==> src/rtl/tetris_score_pkg.sv <==
// Shared types, constants and the single-digit BCD adder used by the Tetris score keeper.
package tetris_score_pkg;

  typedef enum logic [1:0] {
    IDLE   = 2'd0,
    ADD    = 2'd1,
    UPDATE = 2'd2
  } state_e;

  localparam int          NUM_DIGITS = 6;
  localparam logic [6:0]  SEG_BLANK  = 7'b1111111;
  localparam logic [6:0]  SEG_ZERO   = 7'b1000000;
  localparam logic [23:0] BCD_MAX    = 24'h999999;

  // Returns {carry_out, digit}; a raw sum above 9 is corrected by adding 6.
  function automatic logic [4:0] bcd_digit_add(input logic [3:0] a,
                                               input logic [3:0] b,
                                               input logic       cin);
    logic [4:0] sum;
    logic [4:0] res;
    sum = {1'b0, a} + {1'b0, b} + {4'b0000, cin};
    if (sum > 5'd9) begin
      res = {1'b1, sum[3:0] + 4'd6};
    end else begin
      res = {1'b0, sum[3:0]};
    end
    return res;
  endfunction

endpackage

==> src/rtl/score_keeper_seg7_decoder.sv <==
// BCD digit to active-low seven-segment pattern (bit0=a .. bit6=g); non-decimal codes go dark.
module seg7_decoder
  import tetris_score_pkg::*;
(
  input  logic [3:0] digit_i,
  output logic [6:0] seg_o
);

  // Segment lookup.
  always_comb begin
    seg_o = SEG_BLANK;
    case (digit_i)
      4'd0:    seg_o = 7'b1000000;
      4'd1:    seg_o = 7'b1111001;
      4'd2:    seg_o = 7'b0100100;
      4'd3:    seg_o = 7'b0110000;
      4'd4:    seg_o = 7'b0011001;
      4'd5:    seg_o = 7'b0010010;
      4'd6:    seg_o = 7'b0000010;
      4'd7:    seg_o = 7'b1111000;
      4'd8:    seg_o = 7'b0000000;
      4'd9:    seg_o = 7'b0010000;
      default: seg_o = SEG_BLANK;
    endcase
  end

endmodule

==> src/rtl/score_keeper.sv <==
// Tetris score/best-score keeper: digit-serial BCD adder with saturation and registered HEX drive.
// Optional SCORE_LEADING_ZERO_BLANK_EN blanks leading zeros on HEX5..HEX1.
module score_keeper
  import tetris_score_pkg::*;
#(
  parameter logic [23:0] PTS_LOCK = 24'h000001,
  parameter logic [23:0] PTS_L1   = 24'h000100,
  parameter logic [23:0] PTS_L2   = 24'h000300,
  parameter logic [23:0] PTS_L3   = 24'h000500,
  parameter logic [23:0] PTS_L4   = 24'h000800
) (
  input  logic        CLOCK_50,
  input  logic        RESET_N,
  input  logic        evt_valid,
  input  logic [2:0]  evt_lines,
  output logic        evt_ready,
  input  logic        score_clear,
  input  logic        show_best,
  output logic [23:0] score_bcd,
  output logic [23:0] best_bcd,
  output logic        busy,
  output logic        new_best,
  output logic [6:0]  HEX0,
  output logic [6:0]  HEX1,
  output logic [6:0]  HEX2,
  output logic [6:0]  HEX3,
  output logic [6:0]  HEX4,
  output logic [6:0]  HEX5
);

`ifdef SCORE_LEADING_ZERO_BLANK_EN
  localparam logic [6:0] HEX_HI_RST = SEG_BLANK;
`else
  localparam logic [6:0] HEX_HI_RST = SEG_ZERO;
`endif

  state_e      state_q, state_d;
  logic [2:0]  digit_q, digit_d;
  logic        carry_q, carry_d;
  logic [23:0] addend_q, addend_d;
  logic [23:0] score_q, score_d;
  logic [23:0] best_q, best_d;
  logic        new_best_q, new_best_d;
  logic [6:0]  hex_q [NUM_DIGITS];
  logic [6:0]  hex_d [NUM_DIGITS];
  logic [6:0]  seg_s [NUM_DIGITS];

  logic        evt_ready_s;
  logic        accept_s;
  logic [4:0]  dig_lsb_s;
  logic [4:0]  dig_sum_s;
  logic [23:0] final_s;
  logic [23:0] src_s;

  function automatic logic [23:0] addend_for(input logic [2:0] lines);
    logic [23:0] pts;
    case (lines)
      3'd0:    pts = PTS_LOCK;
      3'd1:    pts = PTS_L1;
      3'd2:    pts = PTS_L2;
      3'd3:    pts = PTS_L3;
      3'd4:    pts = PTS_L4;
      default: pts = 24'h000000;
    endcase
    return pts;
  endfunction

  assign evt_ready_s = (state_q == IDLE) && !score_clear;
  assign accept_s    = evt_valid && evt_ready_s;
  assign dig_lsb_s   = {digit_q, 2'b00};
  assign dig_sum_s   = bcd_digit_add(score_q[dig_lsb_s +: 4], addend_q[dig_lsb_s +: 4], carry_q);
  assign final_s     = carry_q ? BCD_MAX : score_q;

  // Next-state logic for the add sequencer, score and best score.
  always_comb begin
    state_d    = state_q;
    digit_d    = digit_q;
    carry_d    = carry_q;
    addend_d   = addend_q;
    score_d    = score_q;
    best_d     = best_q;
    new_best_d = 1'b0;
    if (score_clear) begin
      score_d = 24'h000000;
      carry_d = 1'b0;
      digit_d = 3'd0;
      state_d = IDLE;
    end else begin
      case (state_q)
        IDLE: begin
          if (accept_s) begin
            addend_d = addend_for(evt_lines);
            carry_d  = 1'b0;
            digit_d  = 3'd0;
            state_d  = ADD;
          end else begin
            state_d = IDLE;
          end
        end
        ADD: begin
          score_d[dig_lsb_s +: 4] = dig_sum_s[3:0];
          carry_d                 = dig_sum_s[4];
          if (digit_q == 3'd5) begin
            state_d = UPDATE;
          end else begin
            digit_d = digit_q + 3'd1;
          end
        end
        UPDATE: begin
          // Packed BCD orders the same as plain binary, so a raw compare is enough.
          score_d = final_s;
          if (final_s > best_q) begin
            best_d     = final_s;
            new_best_d = 1'b1;
          end else begin
            new_best_d = 1'b0;
          end
          state_d = IDLE;
        end
        default: state_d = IDLE;
      endcase
    end
  end

  // Core state registers.
  always_ff @(posedge CLOCK_50 or negedge RESET_N) begin
    if (!RESET_N) begin
      state_q    <= IDLE;
      digit_q    <= 3'd0;
      carry_q    <= 1'b0;
      addend_q   <= 24'h000000;
      score_q    <= 24'h000000;
      best_q     <= 24'h000000;
      new_best_q <= 1'b0;
    end else begin
      state_q    <= state_d;
      digit_q    <= digit_d;
      carry_q    <= carry_d;
      addend_q   <= addend_d;
      score_q    <= score_d;
      best_q     <= best_d;
      new_best_q <= new_best_d;
    end
  end

  assign src_s = show_best ? best_q : score_q;

  for (genvar g = 0; g < NUM_DIGITS; g++) begin : g_dec
    seg7_decoder u_dec (
      .digit_i (src_s[g*4 +: 4]),
      .seg_o   (seg_s[g])
    );
  end

  // Display next-state, with optional leading-zero blanking above HEX0.
  always_comb begin
    for (int g = 0; g < NUM_DIGITS; g++) begin
      hex_d[g] = seg_s[g];
    end
`ifdef SCORE_LEADING_ZERO_BLANK_EN
    for (int g = 1; g < NUM_DIGITS; g++) begin
      if ((src_s >> (4 * g)) == 24'h000000) begin
        hex_d[g] = SEG_BLANK;
      end else begin
        hex_d[g] = seg_s[g];
      end
    end
`endif
  end

  // Display registers.
  always_ff @(posedge CLOCK_50 or negedge RESET_N) begin
    if (!RESET_N) begin
      hex_q[0] <= SEG_ZERO;
      for (int g = 1; g < NUM_DIGITS; g++) begin
        hex_q[g] <= HEX_HI_RST;
      end
    end else begin
      for (int g = 0; g < NUM_DIGITS; g++) begin
        hex_q[g] <= hex_d[g];
      end
    end
  end

  assign evt_ready = evt_ready_s;
  assign busy      = (state_q != IDLE);
  assign score_bcd = score_q;
  assign best_bcd  = best_q;
  assign new_best  = new_best_q;
  assign HEX0      = hex_q[0];
  assign HEX1      = hex_q[1];
  assign HEX2      = hex_q[2];
  assign HEX3      = hex_q[3];
  assign HEX4      = hex_q[4];
  assign HEX5      = hex_q[5];

endmodule

==> config.mk <==
export PLATFORM = sky130hd
export DESIGN_NAME = score_keeper
export DESIGN_NICKNAME = d
export VERILOG_FILES = /design/src/rtl/tetris_score_pkg.sv /design/src/rtl/score_keeper_seg7_decoder.sv /design/src/rtl/score_keeper.sv
export SDC_FILE = /design/constraint.sdc
export NUM_CORES = 1
export LEC_CHECK = 0
export ABC_AREA = 1
export CAP_MARGIN = 20
export CORE_ASPECT_RATIO = 0.8
export CORE_MARGIN = 3
export CORE_UTILIZATION = 45
export CTS_CLUSTER_SIZE = 24
export DETAILED_ROUTE_END_ITERATION = 10
export PLACE_DENSITY = 0.69
export REMOVE_ABC_BUFFERS = 1
export SLEW_MARGIN = 20
export SYNTH_ARGS = -nofsm -noshare
export SYNTH_HDL_FRONTEND = slang
export SYNTH_SLANG_ARGS = --single-unit
==> constraint.sdc <==
create_clock -name CLOCK_50 -period 8.05 [get_ports CLOCK_50]
set_clock_uncertainty 0.1 [all_clocks]
set_input_delay 1.2075 -clock CLOCK_50 [delete_from_list [all_inputs] [get_ports CLOCK_50]]
set_output_delay 1.2075 -clock CLOCK_50 [all_outputs]
set_load 0.05 [all_outputs]
==> impl_metrics.sql <==
INSERT INTO impl_metrics (metric_group, metric, value, unit) VALUES
('run_status', 'status', 'finished, final reports clean', ''),
('power_and_ir_drop', 'p_leak', '4.20', 'nW'),
('job', 'cap_viol_max_count', '0', ''),
('synth', 'syn-cell-area', '6500', 'µm²'),
('layout', 'antenna-diode-count', '0', ''),
('detailed_routing', 'route.final.wire_length', '16.5', 'mm'),
('detailed_routing', 'dr.first_iter.drc_count', '415', ''),
('clock_network', 'tritoncts.num_buffers', '9', ''),
('layout', 'finalNonFillerCells', '1137', ''),
('layout', 'fill_cells', '1290', ''),
('worst_setup_path', 'crit_top_cell', 'clkdlybuf4s50_1', ''),
('worst_setup_path', 'slowest_stage', 'clkdlybuf4s50_1', ''),
('synth', 'ys_ff_latch', '102', ''),
('worst_setup_path', 'crit_buf_inv', '2', ''),
('synth', 'synthDistinctLibCells', '39', ''),
('detailed_routing', 'drc_errors', '0', ''),
('layout', 'layout.nets', '1024', ''),
('clock_network', 'cts_htree_levels', '3', ''),
('clock_network', 'cts-resized-gates', '0', ''),
('synth', 'netlist_instances', '857', ''),
('detailed_routing', 'post_drt_via_cell_ratio', '5.12', ''),
('synth', 'synth_sequential_area_ratio', '0.394', ''),
('synth', 'synth.most_common_cell', 'nand2_1', ''),
('synth', 'number_of_enable_type_register_cells_in_the_synthesized_netlist', '0', ''),
('clock_network', 'post_cts_hold_buffer_count', '0', ''),
('min_path', 'timing.hold.worst.class', 'flop to flop', ''),
('clock_network', 'cts.sink_count', '102', ''),
('placement', 'routabilityCongestion', '0.947', ''),
('floorplanning', 'num_io_pins', '101', ''),
('detailed_routing', 'ant_nets', '0', ''),
('floorplanning', 'core_area', '13800', 'µm²'),
('placement', 'port-buffer-count', '100', ''),
('synth', 'synthTopCellsByArea', 'dfrtp_1, nand2_1, ha_1, inv_1, o21ai_0', ''),
('worst_setup_path', 'startpoint_type', 'primary input', ''),
('grt', 'grt_overflow_total', '0', ''),
('worst_setup_path', 'critPathKind', 'primary input to output port', ''),
('worst_setup_path', 'worst_path_top_cell_family_by_delay', 'buffers and inverters', ''),
('sta', 'worstMarginPinSlew', '0.763', 'ns'),
('synth', 'ys.warnings.count', '0', ''),
('synth', 'synth_top_area_frac', '0.369', ''),
('floorplanning', 'die_outline_width', '140', 'µm'),
('worst_setup_path', 'cp_data_required_time', '6.74', 'ns'),
('sta', 'report.final.setup_viol', '0', ''),
('worst_setup_path', 'worstPathMaxFanout', '6', ''),
('worst_setup_path', 'arrival', '2.78', 'ns'),
('sta', 'max_freq', '0.244', 'GHz'),
('sta', 'hold_violations', '0', ''),
('floorplanning', 'die_y', '114', 'µm'),
('worst_setup_path', 'path_cells', 'clkdlybuf4s50_1 -> nor2_1 -> clkdlybuf4s50_1', ''),
('sta', 'fin_tns_setup', '0', 'ns'),
('synth', 'synth-async-reset-ratio', '1.00', ''),
('placement', 'postPlaceCellArea', '7640', 'µm²'),
('sta', 'final_max_slew_viol_count', '0', ''),
('sta', 'max-slew-margin-rel', '0.490', ''),
('clock_network', 'worst_setup_hold_path_clk_slew', '0.06', 'ns'),
('grt', 'number_of_global_route_vias_before_repair', '5365', ''),
('placement', 'dp.final_hpwl', '12.4', 'mm'),
('detailed_routing', 'routed-via-count', '5821', ''),
('sta', 'period_utilization', '0.508', ''),
('sta', 'post_layout_min_period', '4.09', 'ns'),
('clock_network', 'cts_root_buf', 'clkbuf_16', ''),
('synth', 'synthTopCellsByCount', 'nand2_1, inv_1, dfrtp_1', ''),
('sta', 'grt_setup_unrepaired', 'no', ''),
('synth', 'syn_area_per_cell', '7.59', 'µm²'),
('layout', 'drive_above_1_share', '0.0627', ''),
('power_and_ir_drop', 'peakVddDrop', '0.110', 'mV'),
('detailed_routing', 'post_drt_wl_per_cell', '14.5', 'µm'),
('floorplanning', 'die_outline_area', '15900', 'µm²'),
('power_and_ir_drop', 'power_density', '180', 'nW/µm²'),
('worst_setup_path', 'worstSetupEndpointType', 'output port', ''),
('clock_network', 'clkLatencyLatePin', '0.36', 'ns');
[report_power, final]
| group | total [mW] | switching (mW) | internal (mW) |
|---|---|---|---|
| combinational | 0.401 | 0.286 | 0.115 |
| sequential | 0.563 | 0.0170 | 0.546 |
| clock | 0.470 | 0.198 | 0.273 |
[metrics by stage]
step                      hold WS, ns  setup WS, ns  total power, mW  utilization
after floorplan                 0.346          4.73            0.837            -
after global placement          0.374          3.99            0.972        0.552
after detailed placement        0.371          3.96            0.972        0.552
after CTS                       0.388          3.95             1.45        0.576
after global routing            0.421          3.68             1.51        0.576
final                           0.381          3.96             1.43        0.576
[sequential cells by signal, indices dropped and copies added, names as in the netlist]
| name | count |
|---|---|
| HEX5 | 7 |
| carry_q | 1 |
| HEX2 | 7 |
| new_best | 1 |
| HEX1 | 7 |
| score_bcd | 24 |
| HEX4 | 7 |
| state_q | 2 |
| HEX0 | 7 |
| HEX3 | 7 |
| digit_q | 3 |
| best_bcd | 24 |
| addend_q | 5 |
[logic make-up (layout without fill, tap and decap cells)]
kind of cell / after synthesis / count (layout) / synth area share
AOI/OAI and AO/OA: 175 / 175 / 0.149
xor gates and xnor gates: 1 / 1 / 0.00135
adders and majority gates: 64 / 64 / 0.125
buffers and inverters: 152 / 252 / 0.0929
DFF: 102 / 102 / 0.394
and+or+nand+nor: 363 / 363 / 0.238
[metal layers]
| metal | routed length [µm] | up-vias | track usage |
|---|---|---|---|
| met2 | 6840 | 178 | 0.319 |
| met5 | 0 | - | 0 |
| li1 | - | 2963 | - |
| met1 | 8220 | 2666 | 0.327 |
| met3 | 1270 | 14 | 0.0448 |
| met4 | 171 | 0 | 0.0529 |
[cell usage in the layout (no fill, tap or decap), types with 3 or more instances in the layout]
| cell type | count |
|---|---|
| ha_1 | 62 |
| o21ai_0 | 85 |
| nor2_2 | 3 |
| buf_4 | 4 |
| nand2_2 | 3 |
| nand3_1 | 45 |
| dfstp_2 | 6 |
| clkdlybuf4s50_1 | 99 |
| nor3_1 | 5 |
| nor2_1 | 56 |
| nand2_1 | 229 |
| a22oi_1 | 7 |
| o21ai_1 | 20 |
| clkinvlp_4 | 3 |
| clkbuf_16 | 9 |
| a21oi_1 | 35 |
| o31ai_1 | 4 |
| inv_1 | 121 |
| nand4_1 | 12 |
| a31oi_1 | 5 |
| o21ai_2 | 9 |
| nor2_4 | 3 |
| inv_2 | 10 |
| o22ai_1 | 5 |
| dfrtp_1 | 96 |
[final timing paths]
check,start,depth (start not counted),endpoint
setup / recovery,score_clear,3,evt_ready
hold / removal,addend_q[11]$_DFFE_PN0P_,2,addend_q[11]$_DFFE_PN0P_
setup reg to reg,carry_q$_DFFE_PN0P_,15,score_bcd[13]$_DFFE_PN0P_
hold reg to reg,addend_q[11]$_DFFE_PN0P_,2,addend_q[11]$_DFFE_PN0P_
max in group asynchronous,RESET_N,2,best_bcd[2]$_DFFE_PN0P_
min in group asynchronous,RESET_N,1,HEX1[4]$_DFF_PN0_
[cell type report]
cell class / instances / area (µm²) / area share
Tap cell: 180 / 225 / 0.0283
Sequential cell: 102 / 2560 / 0.321
Clock buffer: 9 / 225 / 0.0283
Timing Repair Buffer: 103 / 1020 / 0.128
Inverter: 133 / 499 / 0.0627
Multi-Input combinational cell: 603 / 3340 / 0.419
Clock inverter: 7 / 96.3 / 0.0121
[worst reg2reg max path: stages, from the launching register on]
cell and delay [ns]:
dfrtp_1 0.73, clkinv_1 0.67, fa_1 0.60, inv_1 0.11, fa_1 0.45, inv_1 0.10
ha_1 0.20, nand2_1 0.06, a21boi_1 0.12, nand2_1 0.11, nand2_1 0.12, nand2_1 0.30
nand3_1 0.13, nand2_1 0.08, nand2_1 0.05, o21ai_1 0.08
Power figures use the tool's default switching activity.
